===== src/rtl/y_huff_bitreader_if.sv =====
// Bitstream/consume interface of the Y Huffman bit reader.
//   master: bitstream source and code-table lookup
//   slave : y_huff_bitreader
// Signal groups:
//   in_*         packed MSB-first word input (valid/ready)
//   peek_*       16-bit look-ahead window and buffered bit count
//   cons_*       consume request (code_len + size bits, valid/ready)
//   amp_*        decoded amplitude, one-cycle pulse
//   drained, err block-end and sticky illegal-request status
interface y_huff_bitreader_if #(
    parameter int PEEK_W = 16,
    parameter int AMP_W  = 12,
    parameter int CNT_W  = 7
);
    logic [31:0]       in_word;
    logic [5:0]        in_bits;
    logic              in_last;
    logic              in_valid;
    logic              in_ready;
    logic [PEEK_W-1:0] peek_bits;
    logic [CNT_W-1:0]  peek_avail;
    logic              cons_valid;
    logic [4:0]        cons_code_len;
    logic [3:0]        cons_size;
    logic              cons_ready;
    logic              amp_valid;
    logic [AMP_W-1:0]  amp;
    logic              drained;
    logic              err;

    modport master (
        output in_word, in_bits, in_last, in_valid,
        output cons_valid, cons_code_len, cons_size,
        input  in_ready, peek_bits, peek_avail, cons_ready,
        input  amp_valid, amp, drained, err
    );

    modport slave (
        input  in_word, in_bits, in_last, in_valid,
        input  cons_valid, cons_code_len, cons_size,
        output in_ready, peek_bits, peek_avail, cons_ready,
        output amp_valid, amp, drained, err
    );
endinterface


===== src/rtl/y_huff_bitreader.sv =====
// Bit-level front end of the Y (luma) Huffman decoder.
// Collects packed MSB-first bitstream words into a bit buffer, exposes a
// 16-bit peek window for the code-table lookup, and on a consume request
// drops code_len+size bits while returning the JPEG sign-decoded amplitude
// of the trailing size bits.
// Ports:
//   clk  rising-edge clock
//   rst  asynchronous active-low reset
//   bus  y_huff_bitreader_if.slave (word input, peek, consume, status)
module y_huff_bitreader #(
    parameter int BUF_W  = 64,
    parameter int PEEK_W = 16,
    parameter int AMP_W  = 12
) (
    input  logic clk,
    input  logic rst,
    y_huff_bitreader_if.slave bus
);
    localparam int CNT_W  = $clog2(BUF_W + 1);
    localparam int IDX_W  = $clog2(BUF_W);
    localparam int SIZE_W = AMP_W - 1;

    // Buffer is MSB-aligned: oldest bit at [BUF_W-1]; bits at positions
    // >= bit_cnt are always kept zero so new words can simply be OR-ed in.
    logic [BUF_W-1:0] bit_buf;
    logic [CNT_W-1:0] bit_cnt;
    logic             last_seen;
    logic             amp_valid_q;
    logic [AMP_W-1:0] amp_q;
    logic             drained_q;
    logic             err_q;

    logic             cons_legal;
    logic [CNT_W-1:0] cons_n;
    logic             cons_ok;
    logic             cons_fire;
    logic             in_ok;
    logic             in_fire;
    logic [5:0]       eff_bits;
    logic [31:0]      word_clean;
    logic [CNT_W-1:0] shift_n;
    logic [BUF_W-1:0] buf_shift;
    logic [CNT_W-1:0] cnt_shift;
    logic [BUF_W-1:0] buf_next;
    logic [CNT_W-1:0] cnt_next;
    logic             last_next;
    logic [IDX_W-1:0] amp_msb;
    logic [SIZE_W-1:0] amp_field;
    logic [SIZE_W-1:0] amp_v;
    logic [AMP_W-1:0] amp_dec;
    logic [PEEK_W-1:0] peek_mask;

    assign cons_legal = (bus.cons_code_len <= 5'd16) && (bus.cons_size <= 4'(SIZE_W));
    assign cons_n     = CNT_W'(bus.cons_code_len) + CNT_W'(bus.cons_size);
    assign cons_ok    = cons_legal && (bit_cnt >= cons_n);
    assign cons_fire  = bus.cons_valid && cons_ok;
    assign in_ok      = (bit_cnt <= CNT_W'(32));
    assign in_fire    = bus.in_valid && in_ok;

    always_comb begin
        eff_bits = bus.in_bits;
        if (bus.in_bits == 6'd0 || bus.in_bits > 6'd32)
            eff_bits = 6'd32;
        // Keep only the left-justified valid bits; a shift by 32 yields an all-ones mask.
        word_clean = bus.in_word & ~(32'hFFFF_FFFF >> eff_bits);
    end

    // Consume shift happens first, then the new word lands behind what is left.
    always_comb begin
        shift_n   = cons_fire ? cons_n : '0;
        buf_shift = bit_buf << shift_n;
        cnt_shift = bit_cnt - shift_n;
        buf_next  = buf_shift;
        cnt_next  = cnt_shift;
        last_next = last_seen;
        if (in_fire) begin
            buf_next  = buf_shift | ({word_clean, {(BUF_W-32){1'b0}}} >> cnt_shift);
            cnt_next  = cnt_shift + CNT_W'(eff_bits);
            last_next = bus.in_last;
        end
    end

    // Amplitude field starts right after the code bits; right-justify it to size bits.
    always_comb begin
        amp_msb   = IDX_W'(BUF_W - 1) - IDX_W'(bus.cons_code_len);
        amp_field = bit_buf[amp_msb -: SIZE_W];
        amp_v     = amp_field >> (4'(SIZE_W) - bus.cons_size);
        amp_dec   = '0;
        if (bus.cons_size != 4'd0) begin
            if (amp_field[SIZE_W-1])
                amp_dec = AMP_W'(amp_v);
            else
                amp_dec = AMP_W'(amp_v) - ((AMP_W'(1) << bus.cons_size) - AMP_W'(1));
        end
    end

    always_comb begin
        peek_mask = '1;
        if (bit_cnt < CNT_W'(PEEK_W))
            peek_mask = ~({PEEK_W{1'b1}} >> bit_cnt);
    end

    always_ff @(posedge clk or negedge rst) begin
        if (!rst) begin
            bit_buf     <= '0;
            bit_cnt     <= '0;
            last_seen   <= 1'b0;
            amp_valid_q <= 1'b0;
            amp_q       <= '0;
            drained_q   <= 1'b0;
            err_q       <= 1'b0;
        end else begin
            bit_buf     <= buf_next;
            bit_cnt     <= cnt_next;
            last_seen   <= last_next;
            amp_valid_q <= cons_fire;
            if (cons_fire)
                amp_q <= amp_dec;
            drained_q   <= last_next && (cnt_next == '0);
            if (bus.cons_valid && !cons_legal)
                err_q <= 1'b1;
        end
    end

    assign bus.in_ready   = in_ok;
    assign bus.cons_ready = cons_ok;
    assign bus.peek_bits  = bit_buf[BUF_W-1 -: PEEK_W] & peek_mask;
    assign bus.peek_avail = bit_cnt;
    assign bus.amp_valid  = amp_valid_q;
    assign bus.amp        = amp_q;
    assign bus.drained    = drained_q;
    assign bus.err        = err_q;
endmodule


===== src/flat_wrapper.sv =====
// flat-port wrapper written by rule: the top's interface ports become plain ports
module y_huff_bitreader_flat 
#(
    parameter int BUF_W  = 64,
    parameter int PEEK_W = 16,
    parameter int AMP_W  = 12
)
  (clk, rst, bus_in_word, bus_in_bits, bus_in_last, bus_in_valid, bus_cons_valid, bus_cons_code_len, bus_cons_size, bus_in_ready, bus_peek_bits, bus_peek_avail, bus_cons_ready, bus_amp_valid, bus_amp, bus_drained, bus_err);
  y_huff_bitreader_if #(.PEEK_W(PEEK_W), .AMP_W(AMP_W)) bus_i ();
  input  logic clk;
  input  logic rst;
  input wire logic [$bits(bus_i.in_word)-1:0] bus_in_word;
  input wire logic [$bits(bus_i.in_bits)-1:0] bus_in_bits;
  input wire logic [$bits(bus_i.in_last)-1:0] bus_in_last;
  input wire logic [$bits(bus_i.in_valid)-1:0] bus_in_valid;
  input wire logic [$bits(bus_i.cons_valid)-1:0] bus_cons_valid;
  input wire logic [$bits(bus_i.cons_code_len)-1:0] bus_cons_code_len;
  input wire logic [$bits(bus_i.cons_size)-1:0] bus_cons_size;
  output wire logic [$bits(bus_i.in_ready)-1:0] bus_in_ready;
  output wire logic [$bits(bus_i.peek_bits)-1:0] bus_peek_bits;
  output wire logic [$bits(bus_i.peek_avail)-1:0] bus_peek_avail;
  output wire logic [$bits(bus_i.cons_ready)-1:0] bus_cons_ready;
  output wire logic [$bits(bus_i.amp_valid)-1:0] bus_amp_valid;
  output wire logic [$bits(bus_i.amp)-1:0] bus_amp;
  output wire logic [$bits(bus_i.drained)-1:0] bus_drained;
  output wire logic [$bits(bus_i.err)-1:0] bus_err;
  assign bus_i.in_word = bus_in_word;
  assign bus_i.in_bits = bus_in_bits;
  assign bus_i.in_last = bus_in_last;
  assign bus_i.in_valid = bus_in_valid;
  assign bus_i.cons_valid = bus_cons_valid;
  assign bus_i.cons_code_len = bus_cons_code_len;
  assign bus_i.cons_size = bus_cons_size;
  assign bus_in_ready = bus_i.in_ready;
  assign bus_peek_bits = bus_i.peek_bits;
  assign bus_peek_avail = bus_i.peek_avail;
  assign bus_cons_ready = bus_i.cons_ready;
  assign bus_amp_valid = bus_i.amp_valid;
  assign bus_amp = bus_i.amp;
  assign bus_drained = bus_i.drained;
  assign bus_err = bus_i.err;
  y_huff_bitreader #(.BUF_W(BUF_W), .PEEK_W(PEEK_W), .AMP_W(AMP_W)) u_core (.clk(clk), .rst(rst), .bus(bus_i));
endmodule

===== config.mk =====
export PLATFORM = sky130hd
export DESIGN_NAME = y_huff_bitreader_flat
export DESIGN_NICKNAME = d
export VERILOG_FILES = /design/src/rtl/y_huff_bitreader_if.sv /design/src/rtl/y_huff_bitreader.sv /design/src/flat_wrapper.sv
export SDC_FILE = /design/constraint.sdc
export NUM_CORES = 1
export LEC_CHECK = 0
export CORE_MARGIN = 2
export CORE_UTILIZATION = 40
export CTS_CLUSTER_DIAMETER = 30
export CTS_CLUSTER_SIZE = 8
export DETAILED_ROUTE_END_ITERATION = 10
export MAX_ROUTING_LAYER = met4
export PLACE_DENSITY_LB_ADDON = 0.15
export SLEW_MARGIN = 10
export SYNTH_ARGS = -nofsm -noshare
export SYNTH_HDL_FRONTEND = slang
export SYNTH_SLANG_ARGS = --single-unit

===== constraint.sdc =====
create_clock -name clk -period 16.3 [get_ports clk]
set_clock_uncertainty 0.2 [all_clocks]
set_input_delay 3.26 -clock clk [delete_from_list [all_inputs] [get_ports clk]]
set_output_delay 3.26 -clock clk [all_outputs]
set_load 0.01 [all_outputs]

==> flow_summary.toml <==
[sta]
finalCritPeriodShare_pct = 73.3
relSlewSlack_pct = 2.42
worstMarginPinSlew_ns = 1.45
fin_ws_ns = 4.35
setup_violations = 0
rsz0062_at_grt = "no"
max_freq_ghz = 0.0837
period_needed_ns = 11.95
final_max_slew_viol_count = 0
fin_setup_tns_ns = 0
final_hold_viol_count = 0

[final_layout]
multi_input_comb_area_um2 = 11500
drive_gt1_share_pct = 10.2
fin_util_pct = 44.0
layout.cells.most_common = "nand2_1"
area_growth_pct = 9.17
final_cell_mix = "nand2_1 (269), nor2_1 (158), o21ai_0 (144)"
regArea_um2 = 2180
nets = 2036
fillers = 3715

[yosys]
synth_edf_count = 0
synthMuxAreaShare_pct = 18.7
ys_seq_elements = 87
synth-adder-area-share_pct = 4.39
synthSimpleGateAreaFrac_pct = 20.7
syn_inst = 1979
syn_area_um2 = 14600
yosys_warnings = 0
ys_types = 95
synthFlopType = "dfrtp_1"
synthXorXnorAreaFrac_pct = 1.20
postSynth.asyncResetShare_pct = 100
avgSynthCellArea_um2 = 7.40
syn_nets = 2080
synth_top_family_by_area = "compound AO/OA/AOI/OAI gates"
synth_compound_area_share_pct = 33.4
yosysSeqAreaShare_pct = 14.9

[placed_design]
routabilityCongestion = 1.04
portBuffers = 91
hpwl_mm = 57.4
place_ws_ns = 4.22

[critical_path]
critPathSlowestCell = "nor2_1"
r2r-start = "u_core.bus.peek_avail[0]"
rr_endpoint = "u_core.bit_buf[15]"
path_class = "input pin to register"
worstPathArrival_ns = 11.97
crit_end = "u_core.bit_buf[15]"
path_max_fanout = 62
crit_path_frequent_cell = "buf_4"
reg2reg_setup_slack_ns = 9.20
start_kind = "input pin"
startpoint = "bus_cons_code_len[1]"
crit_buf_inv = 10
reg2regPathDepth = 19
worst-path-stages = 25
critical_path.top_delay_family = "buffers and inverters"
slowest_delay_ns = 0.89
required_ns = 16.31
end_kind = "register"

[clock_tree]
h-tree-depth = 3
ctsLongestPathBuffers = 2
worstSkewPairLatency_ns = 0.38
cts.sinks = 87
post_cts_buffers = 0
path_clk_slew_ns = 0.08
cts_resized = 0
tritoncts = "built"
root_buffer = "clkbuf_16"
ctsHoldBuffers = 0
cts_buffers = 9

[global_route]
grt_antenna_before_repair = 2
track_usage_pct = 39.9
grt_max_degree = 66
overflow = 0
grt_pass1_wl_mm = 111
grt_pass1_vias = 16100

[floorplanning]
start_util_pct = 40.3
die_w_um = 195
die_h_um = 195
dieArea_um2 = 38200
core-area_um2 = 36300
ios = 92
rows = 70

[power_and_ir_drop]
power.density_nw_per_um2 = 230
ir_worst_vdd_mv = 0.162
finalPower_uw = 3680
p_leak_uw = 0.00629

[routing]
wl_per_cell_um = 31.4
first_pass_iters = 7
vias_per_cell = 7.19
first_iter_violations = 2767
vias = 17300
ant_nets = 0
routed_wl_mm = 75.6
drc = 0

[status]
status = "completed"

[worst_hold_path]
hold_path.class = "register to register"

[job]
drv_cap = 0
-- cell families after synthesis --
| kind of cell | count (synthesis) |
|---|---|
| flip-flops | 87 |
| AND/OR/NAND/NOR | 666 |
| XOR/XNOR | 20 |
| multiplexers | 209 |
| AO/OA/AOI/OAI | 709 |
| buffers and inverters | 239 |
| adder cells (fa/ha/maj) | 49 |
-- per-layer routing --
layer / wire length (µm) / GRT usage, %
met3: 8320 / 8.20
met2: 32400 / 58.0
met5: 0 / -
met1: 31400 / 54.1
met4: 3490 / 15.9
-- metrics by stage --
stage | hold slack [ns] | std cells | instance area (µm²)
final | 0.285 | 2408 | 16000
after global routing | 0.324 | 2408 | 16000
after CTS | 0.300 | 2407 | 16000
after detailed placement | 0.280 | 2392 | 15700
after global placement | 0.246 | 2392 | 15700
after floorplan | 0.271 | 1979 | 14600
-- report_power, final --
group / switching (µW) / leakage, µW / internal, µW
Combinational: 1860 / 0.00509 / 1000
Clock: 107 / 0.000134 / 112
Sequential: 279 / 0.00107 / 314
Total: 2250 / 0.00629 / 1430
-- synth_stat cells (all sizes together) (47+ instances only) --
library cell | number | area (µm²)
o21ai | 149 | 746
a22oi | 50 | 375
a21oi | 112 | 561
mux2i | 120 | 1200
nor2 | 163 | 633
buf | 64 | 325
nand2 | 270 | 1020
nand3 | 69 | 345
dfrtp | 87 | 2180
mux4 | 48 | 1080
clkbuf | 126 | 474
inv | 47 | 176
-- registers in the layout (all words and copies together), names as in the netlist --
| name | cells |
|---|---|
| u_core.bit_buf | 64 |
| u_core.bus.amp_valid | 1 |
| u_core.bus.drained | 1 |
| u_core.bus.err | 1 |
| u_core.bus.peek_avail | 7 |
| u_core.bus.amp | 12 |
| u_core.last_seen | 1 |
-- worst register-to-register path, delay by kind of cell, from the launching register on --
kind	cells	cell delay, ns
buf+inv	6	2.15
simple gates	5	2.10
compound gates	6	1.24
fa+ha+maj	2	0.73
flops	1	0.52
-- how the worst min path moves through the flow --
stage / depth (start not counted) / start / to / slack, ns
finish: 1 / u_core.bus.err / u_core.bus.err / 0.29
global route: 1 / u_core.bus.err / u_core.bus.err / 0.32
CTS: 1 / u_core.bus.err / u_core.bus.err / 0.30
detailed placement: 1 / u_core.bus.err / u_core.bus.err / 0.28
global placement: 1 / u_core.bus.err / u_core.bus.err / 0.25
floorplan: 1 / u_core.last_seen / u_core.last_seen / 0.27
-- cell type report --
type / count / share of cell area, %
diodes: 1 / 0.0157
clock buffers: 11 / 1.58
clock inverters: 4 / 0.180
inverters: 49 / 1.15
multi-input cells: 1653 / 72.1
flip-flops and latches: 87 / 13.6
well taps: 468 / 3.66
repair buffers: 135 / 7.65
No activity file was read; power rests on OpenSTA's default activity.
